===== src/rtl/decred_pkg.sv =====
// decred_pkg
//   Shared constants and types for the decred result-collection path:
//   default macro count, default nonce base address, read-address width,
//   controller state encoding and a helper for the macro-id field width.
package decred_pkg;

  localparam int NUMBER_OF_MACROS = 4;
  localparam int HASH_ADDR_W      = 6;
  localparam logic [HASH_ADDR_W-1:0] NONCE_BASE_ADDR_DEFAULT = 6'h00;

  typedef enum logic [1:0] {
    ST_IDLE = 2'd0,
    ST_SCAN = 2'd1,
    ST_READ = 2'd2,
    ST_PUSH = 2'd3
  } state_e;

  // Width of the macro-id tag; a single macro still gets a 1-bit tag.
  function automatic int mid_width(input int n);
    return (n > 1) ? $clog2(n) : 1;
  endfunction

endpackage


===== src/rtl/decred_result_fifo.sv =====
// decred_result_fifo
//   Synchronous FIFO with occupancy count. The head is presented as a
//   valid/data pair; data reads as zero while empty.
// Ports:
//   CLK, RESET_N      clock, asynchronous active-low reset
//   i_push, i_data    write strobe and word (caller guarantees not full)
//   i_pop             remove head (ignored while empty)
//   o_valid, o_data   head valid flag and head word
//   o_count           number of stored entries (0..DEPTH)
module decred_result_fifo #(
  parameter int WIDTH = 8,
  parameter int DEPTH = 4
) (
  input  logic                     CLK,
  input  logic                     RESET_N,
  input  logic                     i_push,
  input  logic [WIDTH-1:0]         i_data,
  input  logic                     i_pop,
  output logic                     o_valid,
  output logic [WIDTH-1:0]         o_data,
  output logic [$clog2(DEPTH):0]   o_count
);

  localparam int AW = $clog2(DEPTH);

  logic [WIDTH-1:0] r_mem [DEPTH];
  logic [AW-1:0]    r_wr;
  logic [AW-1:0]    r_rd;
  logic [AW:0]      r_count;
  logic             w_pop;

  assign w_pop   = i_pop & (r_count != '0);
  assign o_valid = (r_count != '0);
  assign o_data  = o_valid ? r_mem[r_rd] : '0;
  assign o_count = r_count;

  always_ff @(posedge CLK or negedge RESET_N) begin
    if (!RESET_N) begin
      r_wr    <= '0;
      r_rd    <= '0;
      r_count <= '0;
    end else begin
      if (i_push) r_wr <= r_wr + 1'b1;
      if (w_pop)  r_rd <= r_rd + 1'b1;
      case ({i_push, w_pop})
        2'b10:   r_count <= r_count + 1'b1;
        2'b01:   r_count <= r_count - 1'b1;
        default: r_count <= r_count;
      endcase
    end
  end

  always_ff @(posedge CLK) begin
    if (i_push) r_mem[r_wr] <= i_data;
  end

endmodule


===== src/rtl/decred_result_collector.sv =====
// decred_result_collector
//   Round-robin collector that scans DATA_AVAILABLE of NUM_MACROS hash
//   macros, reads NONCE_BYTES nonce bytes from each reporting macro over the
//   shared read bus and queues {macro_id, nonce} for the controller.
// Ports:
//   CLK, RESET_N        macro clock, asynchronous active-low reset
//   ENABLE              scanning permitted
//   MACRO_MASK          1 = macro excluded from scanning
//   DATA_AVAILABLE      per-macro result-ready flags
//   MACRO_RD_SELECT     registered one-hot read select (0 outside reads)
//   HASH_ADDR           registered read address (holds outside reads)
//   DATA_FROM_HASH      read data, valid one cycle after its address
//   RESULT_VALID/READY  result handshake, RESULT_DATA = {macro_id, nonce}
//   IRQ                 level, result queue non-empty
//   BUSY                controller not idle
//   RESULT_COUNT        saturating count of queued results since reset
module decred_result_collector
  import decred_pkg::*;
#(
  parameter int                      NUM_MACROS      = NUMBER_OF_MACROS,
  parameter int                      NONCE_BYTES     = 4,
  parameter logic [HASH_ADDR_W-1:0]  NONCE_BASE_ADDR = NONCE_BASE_ADDR_DEFAULT,
  parameter int                      FIFO_DEPTH      = 4
) (
  input  logic                                            CLK,
  input  logic                                            RESET_N,
  input  logic                                            ENABLE,
  input  logic [NUM_MACROS-1:0]                           MACRO_MASK,
  input  logic [NUM_MACROS-1:0]                           DATA_AVAILABLE,
  output logic [NUM_MACROS-1:0]                           MACRO_RD_SELECT,
  output logic [HASH_ADDR_W-1:0]                          HASH_ADDR,
  input  logic [7:0]                                      DATA_FROM_HASH,
  output logic                                            RESULT_VALID,
  input  logic                                            RESULT_READY,
  output logic [mid_width(NUM_MACROS)+8*NONCE_BYTES-1:0]  RESULT_DATA,
  output logic                                            IRQ,
  output logic                                            BUSY,
  output logic [15:0]                                     RESULT_COUNT
);

  localparam int MID_W = mid_width(NUM_MACROS);
  localparam int NB_W  = 8 * NONCE_BYTES;
  localparam int RES_W = MID_W + NB_W;
  localparam int CNT_W = $clog2(FIFO_DEPTH) + 1;
  localparam int IDX_W = $clog2(NONCE_BYTES + 1);

  state_e                  r_state;
  state_e                  w_state_nxt;
  logic [MID_W-1:0]        r_ptr;
  logic [MID_W-1:0]        w_ptr_nxt;
  logic [NUM_MACROS-1:0]   r_armed;
  logic [NUM_MACROS-1:0]   r_sel;
  logic [HASH_ADDR_W-1:0]  r_addr;
  logic [IDX_W-1:0]        r_idx;
  logic [NB_W-1:0]         r_nonce;
  logic [15:0]             r_result_count;
  logic [NUM_MACROS-1:0]   w_onehot;
  logic                    w_cand;
  logic                    w_space;
  logic                    w_start;
  logic                    w_push;
  logic [CNT_W-1:0]        w_fifo_count;
  logic                    w_fifo_valid;

  always_comb begin
    w_onehot = '0;
    for (int i = 0; i < NUM_MACROS; i++) w_onehot[i] = (r_ptr == MID_W'(i));
  end

  assign w_ptr_nxt = (r_ptr == MID_W'(NUM_MACROS - 1)) ? '0 : r_ptr + 1'b1;
  assign w_cand    = DATA_AVAILABLE[r_ptr] & ~MACRO_MASK[r_ptr] & r_armed[r_ptr];
  // Space is checked before the read starts so the later push always fits.
  assign w_space   = (w_fifo_count < CNT_W'(FIFO_DEPTH));
  assign w_start   = (r_state == ST_SCAN) & ENABLE & w_cand & w_space;
  assign w_push    = (r_state == ST_PUSH);

  always_ff @(posedge CLK or negedge RESET_N) begin
    if (!RESET_N) r_state <= ST_IDLE;
    else          r_state <= w_state_nxt;
  end

  always_comb begin
    w_state_nxt = r_state;
    case (r_state)
      ST_IDLE: if (ENABLE) w_state_nxt = ST_SCAN;
      ST_SCAN: begin
        if (!ENABLE)      w_state_nxt = ST_IDLE;
        else if (w_start) w_state_nxt = ST_READ;
      end
      ST_READ: if (r_idx == IDX_W'(NONCE_BYTES)) w_state_nxt = ST_PUSH;
      ST_PUSH: w_state_nxt = ENABLE ? ST_SCAN : ST_IDLE;
      default: w_state_nxt = ST_IDLE;
    endcase
  end

  always_ff @(posedge CLK or negedge RESET_N) begin
    if (!RESET_N) begin
      r_ptr          <= '0;
      r_armed        <= '1;
      r_sel          <= '0;
      r_addr         <= '0;
      r_idx          <= '0;
      r_result_count <= '0;
    end else begin
      // A flag sampled low re-arms its macro; a flag held high is read once.
      r_armed <= (r_armed & ~(w_onehot & {NUM_MACROS{w_push}})) | ~DATA_AVAILABLE;
      case (r_state)
        ST_SCAN: begin
          if (w_start) begin
            r_sel  <= w_onehot;
            r_addr <= NONCE_BASE_ADDR;
            r_idx  <= '0;
          end else if (ENABLE) begin
            r_ptr <= w_ptr_nxt;
          end
        end
        ST_READ: begin
          r_idx <= r_idx + 1'b1;
          if (r_idx < IDX_W'(NONCE_BYTES - 1))
            r_addr <= NONCE_BASE_ADDR + HASH_ADDR_W'(r_idx) + 1'b1;
          if (r_idx == IDX_W'(NONCE_BYTES)) r_sel <= '0;
        end
        ST_PUSH: begin
          r_ptr <= w_ptr_nxt;
          if (r_result_count != 16'hFFFF) r_result_count <= r_result_count + 1'b1;
        end
        default: ;
      endcase
    end
  end

  // Bytes arrive LSB first; shifting in from the top leaves byte k at [8k+7:8k].
  always_ff @(posedge CLK) begin
    if ((r_state == ST_READ) && (r_idx != '0))
      r_nonce <= NB_W'({DATA_FROM_HASH, r_nonce} >> 8);
  end

  decred_result_fifo #(
    .WIDTH (RES_W),
    .DEPTH (FIFO_DEPTH)
  ) u_fifo (
    .CLK     (CLK),
    .RESET_N (RESET_N),
    .i_push  (w_push),
    .i_data  ({r_ptr, r_nonce}),
    .i_pop   (RESULT_READY),
    .o_valid (w_fifo_valid),
    .o_data  (RESULT_DATA),
    .o_count (w_fifo_count)
  );

  assign MACRO_RD_SELECT = r_sel;
  assign HASH_ADDR       = r_addr;
  assign RESULT_VALID    = w_fifo_valid;
  assign IRQ             = w_fifo_valid;
  assign BUSY            = (r_state != ST_IDLE);
  assign RESULT_COUNT    = r_result_count;

endmodule


===== config.mk =====
export PLATFORM = sky130hd
export DESIGN_NAME = decred_result_collector
export DESIGN_NICKNAME = d
export VERILOG_FILES = /design/src/rtl/decred_pkg.sv /design/src/rtl/decred_result_fifo.sv /design/src/rtl/decred_result_collector.sv
export SDC_FILE = /design/constraint.sdc
export NUM_CORES = 1
export LEC_CHECK = 0
export CELL_PAD_IN_SITES_DETAIL_PLACEMENT = 0
export CELL_PAD_IN_SITES_GLOBAL_PLACEMENT = 1
export CORE_MARGIN = 2
export CORE_UTILIZATION = 45
export DETAILED_ROUTE_END_ITERATION = 8
export PLACE_DENSITY = 0.7
export SLEW_MARGIN = 20
export SYNTH_ARGS = -nofsm -noshare
export SYNTH_HDL_FRONTEND = slang
export SYNTH_HIERARCHICAL = 1
export SYNTH_SLANG_ARGS = --single-unit

===== constraint.sdc =====
create_clock -name CLK -period 4.7 [get_ports CLK]
set_clock_uncertainty 0.15 [all_clocks]
set_input_delay 1.175 -clock CLK [delete_from_list [all_inputs] [get_ports CLK]]
set_output_delay 1.175 -clock CLK [all_outputs]
set_load 0.05 [all_outputs]

==> metrics.txt, run 1 <==
Yosys warnings=6; post-synthesis cell count=462; sw power=2.39 mW; Setup crit end kind=output pin; synthesized area=8340 um2; IO Count=83; most frequent cells in the layout=edfxtp_1 (168), clkdlybuf4s50_1 (79), dfrtp_1 (36); sw frac=36.7%; worst vdd ir=0.319 mV; Clock Latency Late Sink=500 ps; Synth-to-Final Area Change=20.4%; vias per cell=5.29; number of I/O port buffers=80; period utilization=89.1%; synthesized flop and latch total=210; failing checks=DRC; Num CTS Buffers=22; Layout Nets=588; core area=18,100 um2; Post-DRT Antenna Nets=0; Data required, critical path=3380 ps; WS Path Type=reg2out; asr flop ratio synth=20.0%; Seq pwr share=37.8%; DRT iter0 DRCs=230; # resized after CTS=0; die area=19,600 um2; fmax=0.239 GHz; Worst Path Max Fanout=25; CP startpoint kind=flip-flop; status=complete, but fails checks; Worst-path clk slew=60 ps; # clock sinks=210; most common cell after layout, fill and taps aside=edfxtp_1; root buffer cell=clkbuf_16; post-DP HPWL=8.83 mm; first-pass GRT wire length=24.3 mm; # H-tree levels=1; Remaining DRCs=4; initial antenna violation count=0; ANT cells=0; LEAKAGE=3.55 nW; Congestion Overflow GR=0; pwr dens=649 nW/um2; CTS tree=built; Tmin final=4190 ps; internal power=4.13 mW; FP Rows=49; Max-slew headroom=31.0%; Via Count=4,218; layout cell share with drive strength beyond 1=14.6%; DR WL/cell=19.1 um; Most used DFF post-synth=edfxtp_1; DIE HEIGHT=140 um; setup violators final=0; EDFF count, synth=168; max-slew violations=0; Post-Layout Inst Area=10,000 um2; hold buffers post-CTS=0; vias in the first global route=4,491; Die Wd=140 um; CTS max path bufs=3; fillers=1,386; Synth Area per Inst=18.0 um2; register area share after synthesis=73.2%; Combinational Power Share=37.1%; HP Class=reg2reg; Clk pwr share=25.1%; post-synth cell types=53; postcts setup bufs=0; largest net degree at the start of global routing=43; Fin Setup TNS=0 ps; Tightest Pin Transition=1030 ps; Placer Congestion=0.831; DP Area=9350 um2; drt first pass iters=8; RSZ-0062 raised after global routing=false; initial core utilization=46.1%; Final Hold Viols=0; crit path DAT=2860 ps; gr usage total=15.9%; max-cap viol count=0; DRT Wirelength=15.3 mm
-- worst max-delay path, stage by stage, from the launching register on --
cell and delay, ps:
dfrtp_2 630, buf_12 290, mux4_1 570, and2_1 180, clkdlybuf4s50_1 690
-- layer usage --
layer  up-vias  wire length (um)  global-route usage [%]
li1       1953                 -                       -
met1      2149              6900                    21.7
met2        85              7400                    26.6
met3        31               613                    2.77
met4         0               337                    4.63
met5         -                 0                       0
-- cell usage after synthesis, drive strengths merged (3+ instances only) --
library cell,number,share of area (%)
mux2i,3,0.36
inv,14,0.63
buf,11,1.4
xor2,10,1.1
clkbuf,5,0.23
mux4,34,9.5
and3,3,0.23
ha,12,1.8
edfxtp,168,61
o21ai,13,0.78
a21oi,8,0.48
mux2,4,0.59
nand2,33,1.5
nand4,5,0.74
xnor2,5,0.53
dfrtp,38,11
o22ai,3,0.23
nor4,4,0.30
nand3,11,0.66
nor3,3,0.24
dfstp,4,1.3
and2,39,2.9
nor2,8,0.39
-- path summary, 6_finish.rpt --
kind	startpoint	end	slack, ps	cells past startpoint
max	u_fifo/r_rd[0]	RESULT_DATA[33]	510	4
min	r_armed[0]	r_armed[0]	310	2
max reg2reg	flip-flop	u_fifo/r_mem[2][1]	2260	3
min reg2reg	r_armed[0]	r_armed[0]	310	2
max in group asynchronous	RESET_N	u_fifo/r_rd[1]	3460	1
min in group asynchronous	RESET_N	RESULT_COUNT[0]	510	1
-- registers in the layout (all words and copies together), names as in the netlist, named ones only --
| register | count |
|---|---|
| r_armed | 4 |
| u_fifo/o_count | 3 |
| u_fifo/r_rd | 2 |
| MACRO_RD_SELECT | 4 |
| r_state | 1 |
| r_ptr | 2 |
| r_nonce | 32 |
| HASH_ADDR | 4 |
| RESULT_COUNT | 16 |
| r_idx | 3 |
| u_fifo/r_wr | 2 |
| u_fifo/r_mem | 136 |
-- area by class of cell --
| type | instances | area, um2 | area share, % |
|---|---|---|---|
| sequential | 210 | 6100 | 60.8 |
| multi-input combinational | 223 | 2070 | 20.6 |
| timing repair buffer | 84 | 841 | 8.37 |
| clock buffer | 26 | 586 | 5.83 |
| tap | 229 | 287 | 2.85 |
| clock inverter | 11 | 100 | 0.997 |
| inverter | 14 | 52.6 | 0.523 |
-- cell families after synthesis --
group,after synthesis,synth area share (%)
and+or+nand+nor,119,8.25
buffers and inverters,30,2.22
xor gates and xnor gates,15,1.58
DFF,210,73.2
AOI/OAI and AO/OA,33,2.30
muxes,41,10.4
other,1,0.0450
adders and majority gates,13,2.04
-- power groups by stage --
stage	clock, mW	sequential (mW)	combinational [mW]
after floorplan	0	2.55	1.67
after detailed placement	0	2.51	2.44
after global routing	1.75	2.50	2.57
after CTS	1.68	2.47	2.45
final	1.64	2.46	2.42
after global placement	0	2.49	2.42
-- stage by stage --
stage | setup slack [ps] | std cells | power [mW] | hold slack (ps) | util, %
final | 513 | 797 | 6.52 | 312 | 55.5
after global routing | 374 | 797 | 6.82 | 339 | 55.5
after CTS | 443 | 797 | 6.60 | 314 | 55.5
after detailed placement | 987 | 760 | 4.95 | 304 | 51.7
after global placement | 994 | 760 | 4.91 | 296 | 51.7
after floorplan | 1570 | 463 | 4.22 | 286 | -
No activity file was read; power rests on OpenSTA's default activity.
==> run 2, diff against run 1 <==
CORE_UTILIZATION = 49   (was 45)
CTS_BUF_LIST = sky130_fd_sc_hd__clkbuf_16   (was default)
GPL_TIMING_DRIVEN = 0   (was default)
PLACE_DENSITY = 0.76   (was 0.7)
==> metrics.txt, run 2 (synthesis results as in run 1) <==
die area=18,100 um2; crit path DAT=2950 ps; CTS max path bufs=3; setup violators final=0; Clk pwr share=24.1%; max-slew violations=0; DR WL/cell=18.7 um; layout cell share with drive strength beyond 1=15.7%; Die Wd=134 um; gr usage total=17.1%; final worst slack=430 ps; initial antenna violation count=0; Congestion Overflow GR=0; RSZ-0062 raised after global routing=false; drt first pass iters=5; Worst Path Max Fanout=11; vias per cell=5.31; DRT iter0 DRCs=250; Largest register FFs=136; DIE HEIGHT=134 um; IO Count=83; post-DP HPWL=9.50 mm; Max-slew headroom=41.5%; max-cap viol count=0; Worst-path clk slew=60 ps; # H-tree levels=1; Tmin final=4270 ps; # clock sinks=210; fin util=61.5%; Post-DRT Antenna Nets=0; fmax=0.234 GHz; DRT Wirelength=15.0 mm; FP Rows=47; Num CTS Buffers=21; Seq pwr share=36.6%; DP Worst Slack=818 ps; Fin Setup TNS=0 ps; Remaining DRCs=0; WS Path Type=reg2out; Register Area=6100 um2; footprint of the multi-input gates=2070 um2; Combinational Power Share=39.3%; Worst Hold Slack=308 ps; number of I/O port buffers=80; LEAKAGE=3.65 nW; Setup crit end kind=output pin; most common cell after layout, fill and taps aside=edfxtp_1; Tightest Pin Transition=877 ps; internal power=4.17 mW; core area=16,600 um2; fillers=1,208; first-pass GRT wire length=24.1 mm; Placer Congestion=0.772; vias in the first global route=4,463; Biggest register=u_fifo/r_mem; ANT cells=0; pwr dens=641 nW/um2; Synth-to-Final Area Change=22.4%; root buffer cell=clkbuf_16; initial core utilization=50.3%; status=complete, no violations; period utilization=90.9%; hold buffers post-CTS=0; Clock Latency Late Sink=490 ps; Final Hold Viols=0; postcts setup bufs=0; most frequent cells in the layout=edfxtp_1 (168), clkdlybuf4s50_1 (79), dfrtp_1 (38); worst vdd ir=0.401 mV; sw frac=36.3%; Data required, critical path=3380 ps; largest net degree at the start of global routing=33; Via Count=4,274; Layout Nets=605; # resized after CTS=0; CTS tree=built; HP Class=reg2reg; sw power=2.38 mW; CP startpoint kind=flip-flop
-- run 2: final timing paths --
path / start / to / slack [ps] / cells past startpoint
max: u_fifo/o_count[2] / RESULT_DATA[32] / 430 / 5
min: r_armed[1] / r_armed[1] / 310 / 2
max reg2reg: flip-flop / u_fifo/r_mem[2][1] / 2040 / 5
min reg2reg: r_armed[1] / r_armed[1] / 310 / 2
max in group asynchronous: RESET_N / r_armed[1] / 3460 / 2
min in group asynchronous: RESET_N / RESULT_COUNT[2] / 410 / 1
-- run 2: per-stage QoR --
step | power, mW | area (um2) | cells
final | 6.54 | 10200 | 805
after global routing | 6.84 | 10200 | 805
after CTS | 6.62 | 10200 | 805
after detailed placement | 5.04 | 9560 | 769
after global placement | 4.97 | 9420 | 763
after floorplan | 4.22 | 8340 | 463
-- run 2: metal layers --
layer,vias up,GRT usage [%],share of wire (%),wire (um)
met2,94,29.6,50,7560
li1,1988,-,-,-
met1,2175,23.2,45,6690
met3,17,2.65,3.8,567
met5,-,0,0,0
met4,0,3.86,1.3,199
-- run 2: critical path: stages (launching register included) --
cell and delay (ps):
dfrtp_1 380, or3_1 120, clkbuf_1 370, clkbuf_1 520, and2_1 210, clkdlybuf4s50_1 840
-- run 2: power by group through the flow --
stage          sequential [mW]  combinational (mW)  clock (mW)
6_report                  2.39                2.57        1.58
5_1_grt                   2.42                2.73        1.68
4_1_cts                   2.40                2.61        1.61
3_5_place_dp              2.43                2.61           0
3_3_place_gp              2.42                2.55           0
2_1_floorplan             2.55                1.67           0
-- run 2: layout make-up --
type / instances / share of cell area, %
buffer: 16 / 1.30
clock buffer: 21 / 5.15
clock inverter: 15 / 1.18
inverter: 14 / 0.515
multi-input combinational: 223 / 20.3
sequential: 210 / 59.8
tap: 220 / 2.70
timing repair buffer: 86 / 9.05
==> run 3, diff against run 2 <==
SLEW_MARGIN = default   (was 20)
==> metrics.txt, run 3 (synthesis results as in run 1) <==
CP startpoint kind=flip-flop; RSZ-0062 raised after global routing=false; postcts setup bufs=0; LEAKAGE=3.69 nW; Die Wd=134 um; slowest cell on the critical path=clkdlybuf4s50_1; max-cap viol count=0; crit path DAT=2970 ps; # clock sinks=210; Setup crit end kind=output pin; period utilization=91.4%; Synth-to-Final Area Change=23.1%; IO Count=83; DRT Wirelength=14.9 mm; DP Worst Slack=913 ps; final worst slack=406 ps; Via Count=4,274; DR WL/cell=18.5 um; fin util=61.9%; hold buffers post-CTS=0; # H-tree levels=1; Placer Congestion=0.772; Post-Layout Inst Area=10,300 um2; DP Area=9560 um2; Largest register FFs=136; setup violators final=0; most frequent cells in the layout=edfxtp_1 (168), clkdlybuf4s50_1 (79), dfrtp_1 (38); Clock Latency Late Sink=500 ps; Worst Hold Slack=306 ps; Biggest register=u_fifo/r_mem; Bufs and invs on worst path=3; status=complete, no violations; root buffer cell=clkbuf_16; Remaining DRCs=0; initial core utilization=50.3%; Num CTS Buffers=22; fmax=0.233 GHz; DIE HEIGHT=134 um; WS Path Type=reg2out; FP Rows=47; max-slew violations=0; die area=18,100 um2; Worst-path clk slew=60 ps; Worst Path Max Fanout=11; gr usage total=17.0%; Fin Setup TNS=0 ps; DRT iter0 DRCs=219; Tmin final=4290 ps; placed cell count=769; pwr dens=648 nW/um2; Final Hold Viols=0; Data required, critical path=3380 ps; largest net degree at the start of global routing=35; vias per cell=5.29; CTS max path bufs=3; most common cell after layout, fill and taps aside=edfxtp_1; initial antenna violation count=0; CTS tree=built; Layout Nets=606; Cell Chain, Critical Path=or3_1 > clkbuf_1 > clkbuf_1 > and2_1 > clkdlybuf4s50_1; # resized after CTS=0; slowest stage delay, CP=850 ps; Pwr Total=6.65 mW; drt first pass iters=4; Post-DRT Antenna Nets=0; layout cell share with drive strength beyond 1=15.8%; core area=16,600 um2; Max-slew headroom=42.4%; first-pass GRT wire length=23.9 mm; Congestion Overflow GR=0; Tightest Pin Transition=864 ps; post-DP HPWL=9.51 mm; ANT cells=0; most used cell, CP=clkbuf_1; Post-Layout Cell Count=808; number of I/O port buffers=80; CP top delay family=buffers and inverters; vias in the first global route=4,466; HP Class=reg2reg; worst vdd ir=0.413 mV
-- run 3: cell types whose count changed in the layout (fill, tap and decap cells not counted), sizes merged --
cell    change
bufinv      +1
clkbuf      +1
inv         +1
-- run 3: path summary, 6_finish.rpt --
path	startpoint	endpoint	slack [ps]	cells past startpoint
setup / recovery	u_fifo/o_count[0]	RESULT_DATA[32]	410	5
hold / removal	r_armed[1]	r_armed[1]	310	2
setup reg to reg	flip-flop	u_fifo/r_mem[2][1]	2050	5
hold reg to reg	r_armed[1]	r_armed[1]	310	2
max in group asynchronous	RESET_N	r_armed[0]	3500	2
min in group asynchronous	RESET_N	RESULT_COUNT[2]	390	1
-- run 3: final cells by class --
class | instances | area, um2
fill | 1191 | 6320
sequential | 210 | 6100
multi-input combinational | 223 | 2070
timing repair buffer | 86 | 923
clock buffer | 22 | 551
tap | 220 | 275
clock inverter | 17 | 160
buffer | 16 | 133
inverter | 14 | 52.6
-- run 3: layer usage --
metal	wire, um	GRT usage, %
met1	6420	22.2
met4	286	4.50
met5	0	0
met2	7680	29.9
met3	554	2.68
-- run 3: worst min-delay path, delay by kind of cell, from the launching register on --
kind / cells / cell delay, ps
AND/OR/NAND/NOR: 2 / 90
flip-flops: 1 / 370
-- run 3: where the power goes --
| group | switching (mW) | internal, mW |
|---|---|---|
| clock | 0.667 | 1.01 |
| combinational | 1.57 | 1.00 |
| sequential | 0.153 | 2.24 |
